===== src/rtl/bresenham_ctrl.sv =====
// ----------------------------------------------------------------------------
// bresenham_ctrl
// Sequences one range-sensor beam into occupancy-map writes. It accepts a
// beam, holds the beam parameters stable for the line datapath, and drives
// the datapath x-register. The endpoint cell gets one occupied write. The
// controller then walks one column at a time back toward the sensor and
// writes each cell as free. A walk longer than MAX_STEPS free writes is
// truncated and flagged.
//
// Ports
//   clock_i, reset_i            single clock, synchronous active-high reset
//   beam_valid_i / beam_ready_o beam handshake
//   beam_*_i                    beam range, bearing and sensor world pose
//   magnitude_o .. sensor_y_o   registered copy of the accepted beam
//   x_we_o, x_source_o          datapath x-register load (0) / step (1)
//   current_x_i                 signed column offset of the current cell
//   x_index_i, y_index_i        map cell of the current datapath position
//   ram_we_o .. ram_data_o      map write port (1 = occupied, 0 = free)
//   busy_o, done_o, truncated_o beam status
// ----------------------------------------------------------------------------
module bresenham_ctrl #(
    parameter int MAX_STEPS = 255,
    parameter int FIXED_W   = 16,
    parameter int X_IDX_W   = 8,
    parameter int Y_IDX_W   = 8
) (
    input  logic               clock_i,
    input  logic               reset_i,
    input  logic               beam_valid_i,
    output logic               beam_ready_o,
    input  logic [FIXED_W-1:0] beam_magnitude_i,
    input  logic [FIXED_W-1:0] beam_angle_i,
    input  logic [FIXED_W-1:0] beam_sensor_x_i,
    input  logic [FIXED_W-1:0] beam_sensor_y_i,
    output logic [FIXED_W-1:0] magnitude_o,
    output logic [FIXED_W-1:0] angle_o,
    output logic [FIXED_W-1:0] sensor_x_o,
    output logic [FIXED_W-1:0] sensor_y_o,
    output logic               x_we_o,
    output logic               x_source_o,
    input  logic [FIXED_W-1:0] current_x_i,
    input  logic [X_IDX_W-1:0] x_index_i,
    input  logic [Y_IDX_W-1:0] y_index_i,
    output logic               ram_we_o,
    output logic [X_IDX_W-1:0] ram_x_o,
    output logic [Y_IDX_W-1:0] ram_y_o,
    output logic               ram_data_o,
    output logic               busy_o,
    output logic               done_o,
    output logic               truncated_o
);

    localparam int CNT_W = $clog2(MAX_STEPS + 1);
    localparam logic [CNT_W-1:0] MAX_CNT = CNT_W'(MAX_STEPS);

    typedef enum logic [2:0] {
        ST_IDLE = 3'd0,
        ST_LOAD = 3'd1,
        ST_HIT  = 3'd2,
        ST_STEP = 3'd3,
        ST_FREE = 3'd4,
        ST_DONE = 3'd5
    } state_t;

    state_t             state_q;
    logic               beam_ready_q;
    logic [FIXED_W-1:0] magnitude_q;
    logic [FIXED_W-1:0] angle_q;
    logic [FIXED_W-1:0] sensor_x_q;
    logic [FIXED_W-1:0] sensor_y_q;
    logic               x_we_q;
    logic               x_source_q;
    logic               ram_we_q;
    logic [X_IDX_W-1:0] ram_x_q;
    logic [Y_IDX_W-1:0] ram_y_q;
    logic               ram_data_q;
    logic               busy_q;
    logic               done_q;
    logic               truncated_q;
    logic [CNT_W-1:0]   step_cnt_q;

    logic               cur_le0_s;
    logic               at_max_s;

    // Datapath position and step-budget conditions used by the FSM.
    always_comb begin
        cur_le0_s = current_x_i[FIXED_W-1] || (current_x_i == {FIXED_W{1'b0}});
        at_max_s  = (step_cnt_q == MAX_CNT);
    end

    // The datapath only presents the cell index in the same cycle as the
    // write strobe, so the address passes straight through while writing and
    // otherwise shows the last written cell; it never changes while idle.
    always_comb begin
        if (ram_we_q) begin
            ram_x_o = x_index_i;
            ram_y_o = y_index_i;
        end else begin
            ram_x_o = ram_x_q;
            ram_y_o = ram_y_q;
        end
    end

    // Beam sequencing FSM; every output is registered for the state being entered.
    always_ff @(posedge clock_i) begin
        if (reset_i) begin
            state_q      <= ST_IDLE;
            beam_ready_q <= 1'b1;
            magnitude_q  <= {FIXED_W{1'b0}};
            angle_q      <= {FIXED_W{1'b0}};
            sensor_x_q   <= {FIXED_W{1'b0}};
            sensor_y_q   <= {FIXED_W{1'b0}};
            x_we_q       <= 1'b0;
            x_source_q   <= 1'b0;
            ram_we_q     <= 1'b0;
            ram_x_q      <= {X_IDX_W{1'b0}};
            ram_y_q      <= {Y_IDX_W{1'b0}};
            ram_data_q   <= 1'b0;
            busy_q       <= 1'b0;
            done_q       <= 1'b0;
            truncated_q  <= 1'b0;
            step_cnt_q   <= {CNT_W{1'b0}};
        end else begin
            x_we_q   <= 1'b0;
            ram_we_q <= 1'b0;
            done_q   <= 1'b0;
            if (ram_we_q) begin
                ram_x_q <= x_index_i;
                ram_y_q <= y_index_i;
            end
            case (state_q)
                ST_IDLE: begin
                    if (beam_valid_i) begin
                        magnitude_q  <= beam_magnitude_i;
                        angle_q      <= beam_angle_i;
                        sensor_x_q   <= beam_sensor_x_i;
                        sensor_y_q   <= beam_sensor_y_i;
                        step_cnt_q   <= {CNT_W{1'b0}};
                        truncated_q  <= 1'b0;
                        beam_ready_q <= 1'b0;
                        busy_q       <= 1'b1;
                        x_we_q       <= 1'b1;
                        x_source_q   <= 1'b0;
                        state_q      <= ST_LOAD;
                    end else begin
                        state_q <= ST_IDLE;
                    end
                end
                ST_LOAD: begin
                    ram_we_q   <= 1'b1;
                    ram_data_q <= 1'b1;
                    state_q    <= ST_HIT;
                end
                ST_HIT: begin
                    if (cur_le0_s) begin
                        done_q  <= 1'b1;
                        state_q <= ST_DONE;
                    end else begin
                        x_we_q     <= 1'b1;
                        x_source_q <= 1'b1;
                        state_q    <= ST_STEP;
                    end
                end
                ST_STEP: begin
                    // FREE leaves at MAX_CNT, so the counter cannot wrap.
                    step_cnt_q <= step_cnt_q + {{(CNT_W-1){1'b0}}, 1'b1};
                    ram_we_q   <= 1'b1;
                    ram_data_q <= 1'b0;
                    state_q    <= ST_FREE;
                end
                ST_FREE: begin
                    if (cur_le0_s || at_max_s) begin
                        // Budget exhausted with cells still left toward the sensor.
                        truncated_q <= ~cur_le0_s;
                        done_q      <= 1'b1;
                        state_q     <= ST_DONE;
                    end else begin
                        x_we_q     <= 1'b1;
                        x_source_q <= 1'b1;
                        state_q    <= ST_STEP;
                    end
                end
                ST_DONE: begin
                    beam_ready_q <= 1'b1;
                    busy_q       <= 1'b0;
                    state_q      <= ST_IDLE;
                end
                default: begin
                    beam_ready_q <= 1'b1;
                    busy_q       <= 1'b0;
                    state_q      <= ST_IDLE;
                end
            endcase
        end
    end

    assign beam_ready_o = beam_ready_q;
    assign magnitude_o  = magnitude_q;
    assign angle_o      = angle_q;
    assign sensor_x_o   = sensor_x_q;
    assign sensor_y_o   = sensor_y_q;
    assign x_we_o       = x_we_q;
    assign x_source_o   = x_source_q;
    assign ram_we_o     = ram_we_q;
    assign ram_data_o   = ram_data_q;
    assign busy_o       = busy_q;
    assign done_o       = done_q;
    assign truncated_o  = truncated_q;

endmodule


===== config.mk =====
export PLATFORM = sky130hd
export DESIGN_NAME = bresenham_ctrl
export DESIGN_NICKNAME = d
export VERILOG_FILES = /design/src/rtl/bresenham_ctrl.sv
export SDC_FILE = /design/constraint.sdc
export NUM_CORES = 1
export LEC_CHECK = 0
export ABC_CLOCK_PERIOD_IN_PS = 1600
export CORE_UTILIZATION = 40
export DETAILED_ROUTE_END_ITERATION = 8
export DONT_BUFFER_PORTS = 1
export GPL_TIMING_DRIVEN = 0
export PLACE_DENSITY_LB_ADDON = 0.2
export SETUP_SLACK_MARGIN = 0.15
export SLEW_MARGIN = 20
export SYNTH_ARGS = -nofsm -noshare
export SYNTH_HDL_FRONTEND = slang
export SYNTH_SLANG_ARGS = --single-unit
export TNS_END_PERCENT = 5

===== constraint.sdc =====
create_clock -name clock_i -period 1.6 [get_ports clock_i]
set_clock_uncertainty 0.05 [all_clocks]
set_input_delay 0.24 -clock clock_i [delete_from_list [all_inputs] [get_ports clock_i]]
set_output_delay 0.24 -clock clock_i [all_outputs]
set_load 0.005 [all_outputs]

# Word-level counts from Yosys, hierarchy flattened
# Cells that the tools add are included.
[word_totals]
reg_bits = 99
inputBits = 99
word_cells = 69
out_inout_bits = 88
[classes]
reduce_logical = 15
eq_ne = 9
addsub = 1
n_bitwise = 2
mux = 26
[op_table]
columns = ["op", "n"]
rows = [
  ["8-bit two-way mux", 3],
  ["16-bit zero test", 1],
  ["8-bit one-hot mux with 2 select lines", 1],
  ["3-bit one-hot mux with 5 select lines", 1],
  ["1-bit two-way mux", 12],
  ["1-bit one-hot mux with 2 select lines", 5],
  ["8-bit by 1-bit adder with 8-bit output (second input constant)", 1],
  ["8-bit == test (second input constant)", 1],
  ["2-bit inequality test (second input constant)", 4],
  ["3-bit by 2-bit == test with 1-bit output (second input constant)", 2],
  ["3-bit two-way mux", 2],
  ["1-bit one-hot mux with 3 select lines", 2],
  ["2-bit AND reduction", 3],
  ["2-bit nonzero test", 3],
  ["4-bit AND reduction", 1],
  ["4-bit OR reduction", 1],
  ["3-bit by 1-bit == test with 1-bit output (second input constant)", 1],
  ["3-bit == test (second input constant)", 1],
  ["3-bit zero test", 1],
  ["3-bit AND reduction", 1],
  ["3-bit nonzero test", 1],
  ["1-bit logical OR", 2],
  ["1-bit inverter", 2],
  ["2-bit OR reduction", 1],
]

# Logic depth before layout (Yosys ltp)
[logic_depth]
ltp_word = 5
ltp_mapped = 6
ltp_nobuf = 5

# Worst setup path after synthesis
# Ideal clock, no wire load.
[synth_timing]
path_type = "register to register"
from = "register state_q[2]"
to = "register angle_q[10] (netlist: angle_o[10])"
setup_ns = 0.132
required_ns = 1.418
period_less_slack_ns = 1.573
stages_incl_launch_ff = 7
path_slack_ns = 0.027
arrival_time_ns = 1.391
path_cell_list = "dfxtp_1 or4b_1 buf_2 buf_6 buf_2 nand2_1 a21oi_1"
[synth_via]
elab_chain_len = 2
[synth_rtl]
columns = ["item", "line", "source"]
rows = [
  ["start, declared", "65", "state_t state_q;"],
  ["start signal, assigned", "107", "state_q <= ST_IDLE;"],
  ["start signal, assigned", "144", "state_q <= ST_LOAD;"],
  ["start signal, assigned", "146", "state_q <= ST_IDLE;"],
  ["3-bit zero test", "131", "case (state_q)"],
  ["2-bit AND reduction (no line)", "n/a", ""],
  ["end signal, assigned", "110", "angle_q <= {FIXED_W{1'b0}};"],
  ["end signal, assigned", "135", "angle_q <= beam_angle_i;"],
  ["end, declared", "68", "logic [FIXED_W-1:0] angle_q;"],
]
# No other way between the ends.
# A chain may end at the register's enable or synchronous reset.

# Worst setup path in the final report
[layout_timing]
from = "register state_q[1]"
to = "register magnitude_q[8] (netlist: magnitude_o[8])"
[layout_via]
elab_chain_len = 2
[layout_rtl]
columns = ["item", "line", "source"]
rows = [
  ["3-bit zero test", "131", ""],
  ["2-bit AND reduction (no line)", "n/a", ""],
  ["end signal, assigned", "109", "magnitude_q <= {FIXED_W{1'b0}};"],
  ["end signal, assigned", "134", "magnitude_q <= beam_magnitude_i;"],
  ["end, declared", "67", "logic [FIXED_W-1:0] magnitude_q;"],
]
# No other way between the ends.

==> flow_summary.ini <==
[timing]
worst_slack_ns = -0.0463
final_max_slew_viol_count = 0
fmax_ghz = 0.607
rsz0062_at_grt = yes
worstMarginPinSlew_ns = 0.666
period_share_pct = 103
finalSetupViolCount = 27
period_needed_ns = 1.65
finalHoldViolations = 0
max_slew_margin_pct = 55.0

[grt]
grt_pass1_vias = 3142
overflow = 0
grt_pass1_wl_um = 15400
grt_use_total_pct = 20.2
antenna_found_initial = 0
grt_start_max_net_pins = 17

[clock_tree]
htree_levels = 3
cts_buffers = 9
root_buffer = clkbuf_8
clockBufferDepth = 2
worstSkewPairLatency_ns = 0.35
cts_tree = built
cts_num_sinks = 99
path_clk_slew_ns = 0.09

[layout]
regArea_mm2 = 0.00200
area_growth_pct = 33.1
fin_nets = 615
nFillCells = 805
drive_gt1_share_pct = 13.7
instances_no_fill = 628
antenna_cells = 0
multiInputGateArea_mm2 = 0.00169

[detailed_routing]
routed_wl_um = 10200
wl_per_cell_um = 16.2
via_per_inst = 5.19
final_antenna_net_count = 0
drt_iter0_drc = 100
drt_first_pass_iters = 7
vias = 3258
drc = 15

[synth]
async_flop_share_pct = 0
syn-cell-area_mm2 = 0.00371
synth-main-ff-cell = dfxtp_1
synthMuxAreaShare_pct = 5.46
yosysUniqueCellTypes = 44
syn-num-nets = 537
synth_top_family_by_area = simple AND/OR/NAND/NOR gates
syn_avg_cell_area_um2 = 8.50
synth-compound-area-share_pct = 14.5
synth-simple-area-share_pct = 22.5
seq_area_frac_synth_pct = 53.4
synth_xor_area_share_pct = 0
synth_warnings = 0
synth_edf_count = 0
synth_seq_cells = 99
synth_fa_ha_area_share_pct = 0.337
syn-instance-count = 437

[floorplan]
fp.dieH_um = 98.4
io_pins = 187
start_util_pct = 42.0
die_area_mm2 = 0.00968
core_mm2 = 0.00885
die_x_um = 98.4
rows = 34

[flow_run]
max-cap-violations = 0

[status]
outcome = complete, but fails checks
violations = design-rule violations, negative setup slack

[setup_path]
start_kind = flip-flop
arrival_ns = 1.81
crit_required_ns = 1.76
path_max_fanout = 10
end_kind = flip-flop
worstSetupPathType = flip-flop to flip-flop

[place]
numPortBuffers = 0
place_hpwl_um = 6620
globalplace.congestion = 0.739
dpl.cell_count = 545
dp_slack_ns = -0.322

[power_and_ir_drop]
cellLeakagePower_nw = 1.85
vdd_drop_max_v = 0.000603
p_per_area_mw_per_mm2 = 1040
finalPower_mw = 5.16

[worst_hold_path]
worst_hold_path_type = primary input to flip-flop
-- flip-flops by register name, summed over array words and instances (netlist names), 3 cells and up --
register	cells
angle_o	16
magnitude_o	16
ram_x_q	8
ram_y_q	8
sensor_x_o	16
sensor_y_o	16
state_q	3
step_cnt_q	8
-- layout by cell type (no fill, tap or decap), types with 4 or more instances in the layout --
cell and instances:
nand2_1 135, dfxtp_1 92, a21oi_1 72, dlygate4sd3_1 64, nor2b_1 17, nor2_1 14
clkbuf_1 12, mux2_4 11, clkbuf_8 10, mux2_2 7, buf_6 4, clkbuf_4 4
buf_4 4, dfxtp_2 4
-- where the power goes --
part	leakage, nW	internal (mW)	switching (mW)	total (mW)
sequential	0.814	2.62	0.129	2.75
clock	0.0999	0.774	0.859	1.63
combinational	0.939	0.380	0.392	0.772
-- repair_timing --
action,4_1_cts,5_1_grt
cloned,0,1
pin swaps,3,2
gates resized for setup,35,24
hold endpoints to repair,64,0
setup buffers,0,2
setup endpoints to repair,105,96
hold buffers,64,0
-- cells in the mapped netlist, types with 2 or more instances --
| library cell | number | share of area [%] |
|---|---|---|
| nand2_1 | 135 | 14 |
| dfxtp_1 | 99 | 53 |
| a21oi_1 | 73 | 9.8 |
| clkbuf_1 | 21 | 2.1 |
| mux2_2 | 17 | 5.2 |
| nor2b_1 | 17 | 2.9 |
| nor2_1 | 15 | 1.5 |
| buf_2 | 9 | 1.2 |
| nor4_1 | 4 | 0.67 |
| nand4_1 | 3 | 0.51 |
| nor3_1 | 3 | 0.40 |
| o21ai_1 | 3 | 0.40 |
| a211oi_1 | 2 | 0.40 |
| a41oi_1 | 2 | 0.47 |
| and2_1 | 2 | 0.34 |
| nand2b_1 | 2 | 0.34 |
| nor3b_1 | 2 | 0.40 |
| o21ai_0 | 2 | 0.27 |
-- worst max-delay path, stage by stage (launching register included) --
cell and delay, ns:
dfxtp_4 0.37, or4b_4 0.55, buf_6 0.16, buf_12 0.14
buf_8 0.14, nand2_1 0.05, a21oi_1 0.05
-- final cells by class --
cell class	count	share of cell area, %
inverters	1	0.0759
multi-input cells	305	34.2
flip-flops and latches	99	40.4
repair buffers	67	13.8
clock inverters	5	1.21
clock buffers	11	2.86
well taps	108	2.73
plain buffers	32	4.73
-- cells by family after synthesis --
kind of cell,count (synthesis)
and+or+nand+nor,191
DFF,99
AOI/OAI and AO/OA,95
buffers and inverters,33
muxes,18
adders and majority gates,1
-- routing by layer --
layer	wire length (µm)	vias up	global-route usage, %
met5	0	-	0
met4	185	0	8.04
met3	902	17	6.30
met2	5040	140	35.4
met1	4050	1476	22.8
li1	-	1625	-
-- stage by stage --
| step | util [%] | setup TNS, ns | hold WS, ns | cell area [µm²] |
|---|---|---|---|---|
| 2_1_floorplan | - | 0 | 0.326 | 3750 |
| 3_3_place_gp | 43.9 | -9.38 | 0.328 | 3890 |
| 3_5_place_dp | 43.9 | -12.75 | 0.334 | 3890 |
| 4_1_cts | 54.6 | -1.79 | 0.0474 | 4830 |
| 5_1_grt | 55.9 | -3.17 | 0.107 | 4940 |
| 6_report | 55.9 | -0.889 | 0.0709 | 4940 |
-- path summary, 6_finish.rpt --
kind	slack [ns]	depth (start not counted)	start	endpoint
setup / recovery	-0.05	6	state_q[1]	magnitude_o[8]
hold / removal	0.07	2	beam_valid_i	state_q[0]
setup reg to reg	-0.05	6	state_q[1]	magnitude_o[8]
hold reg to reg	0.43	2	angle_o[1]	angle_o[1]
No activity file was read; power rests on OpenSTA's default activity.
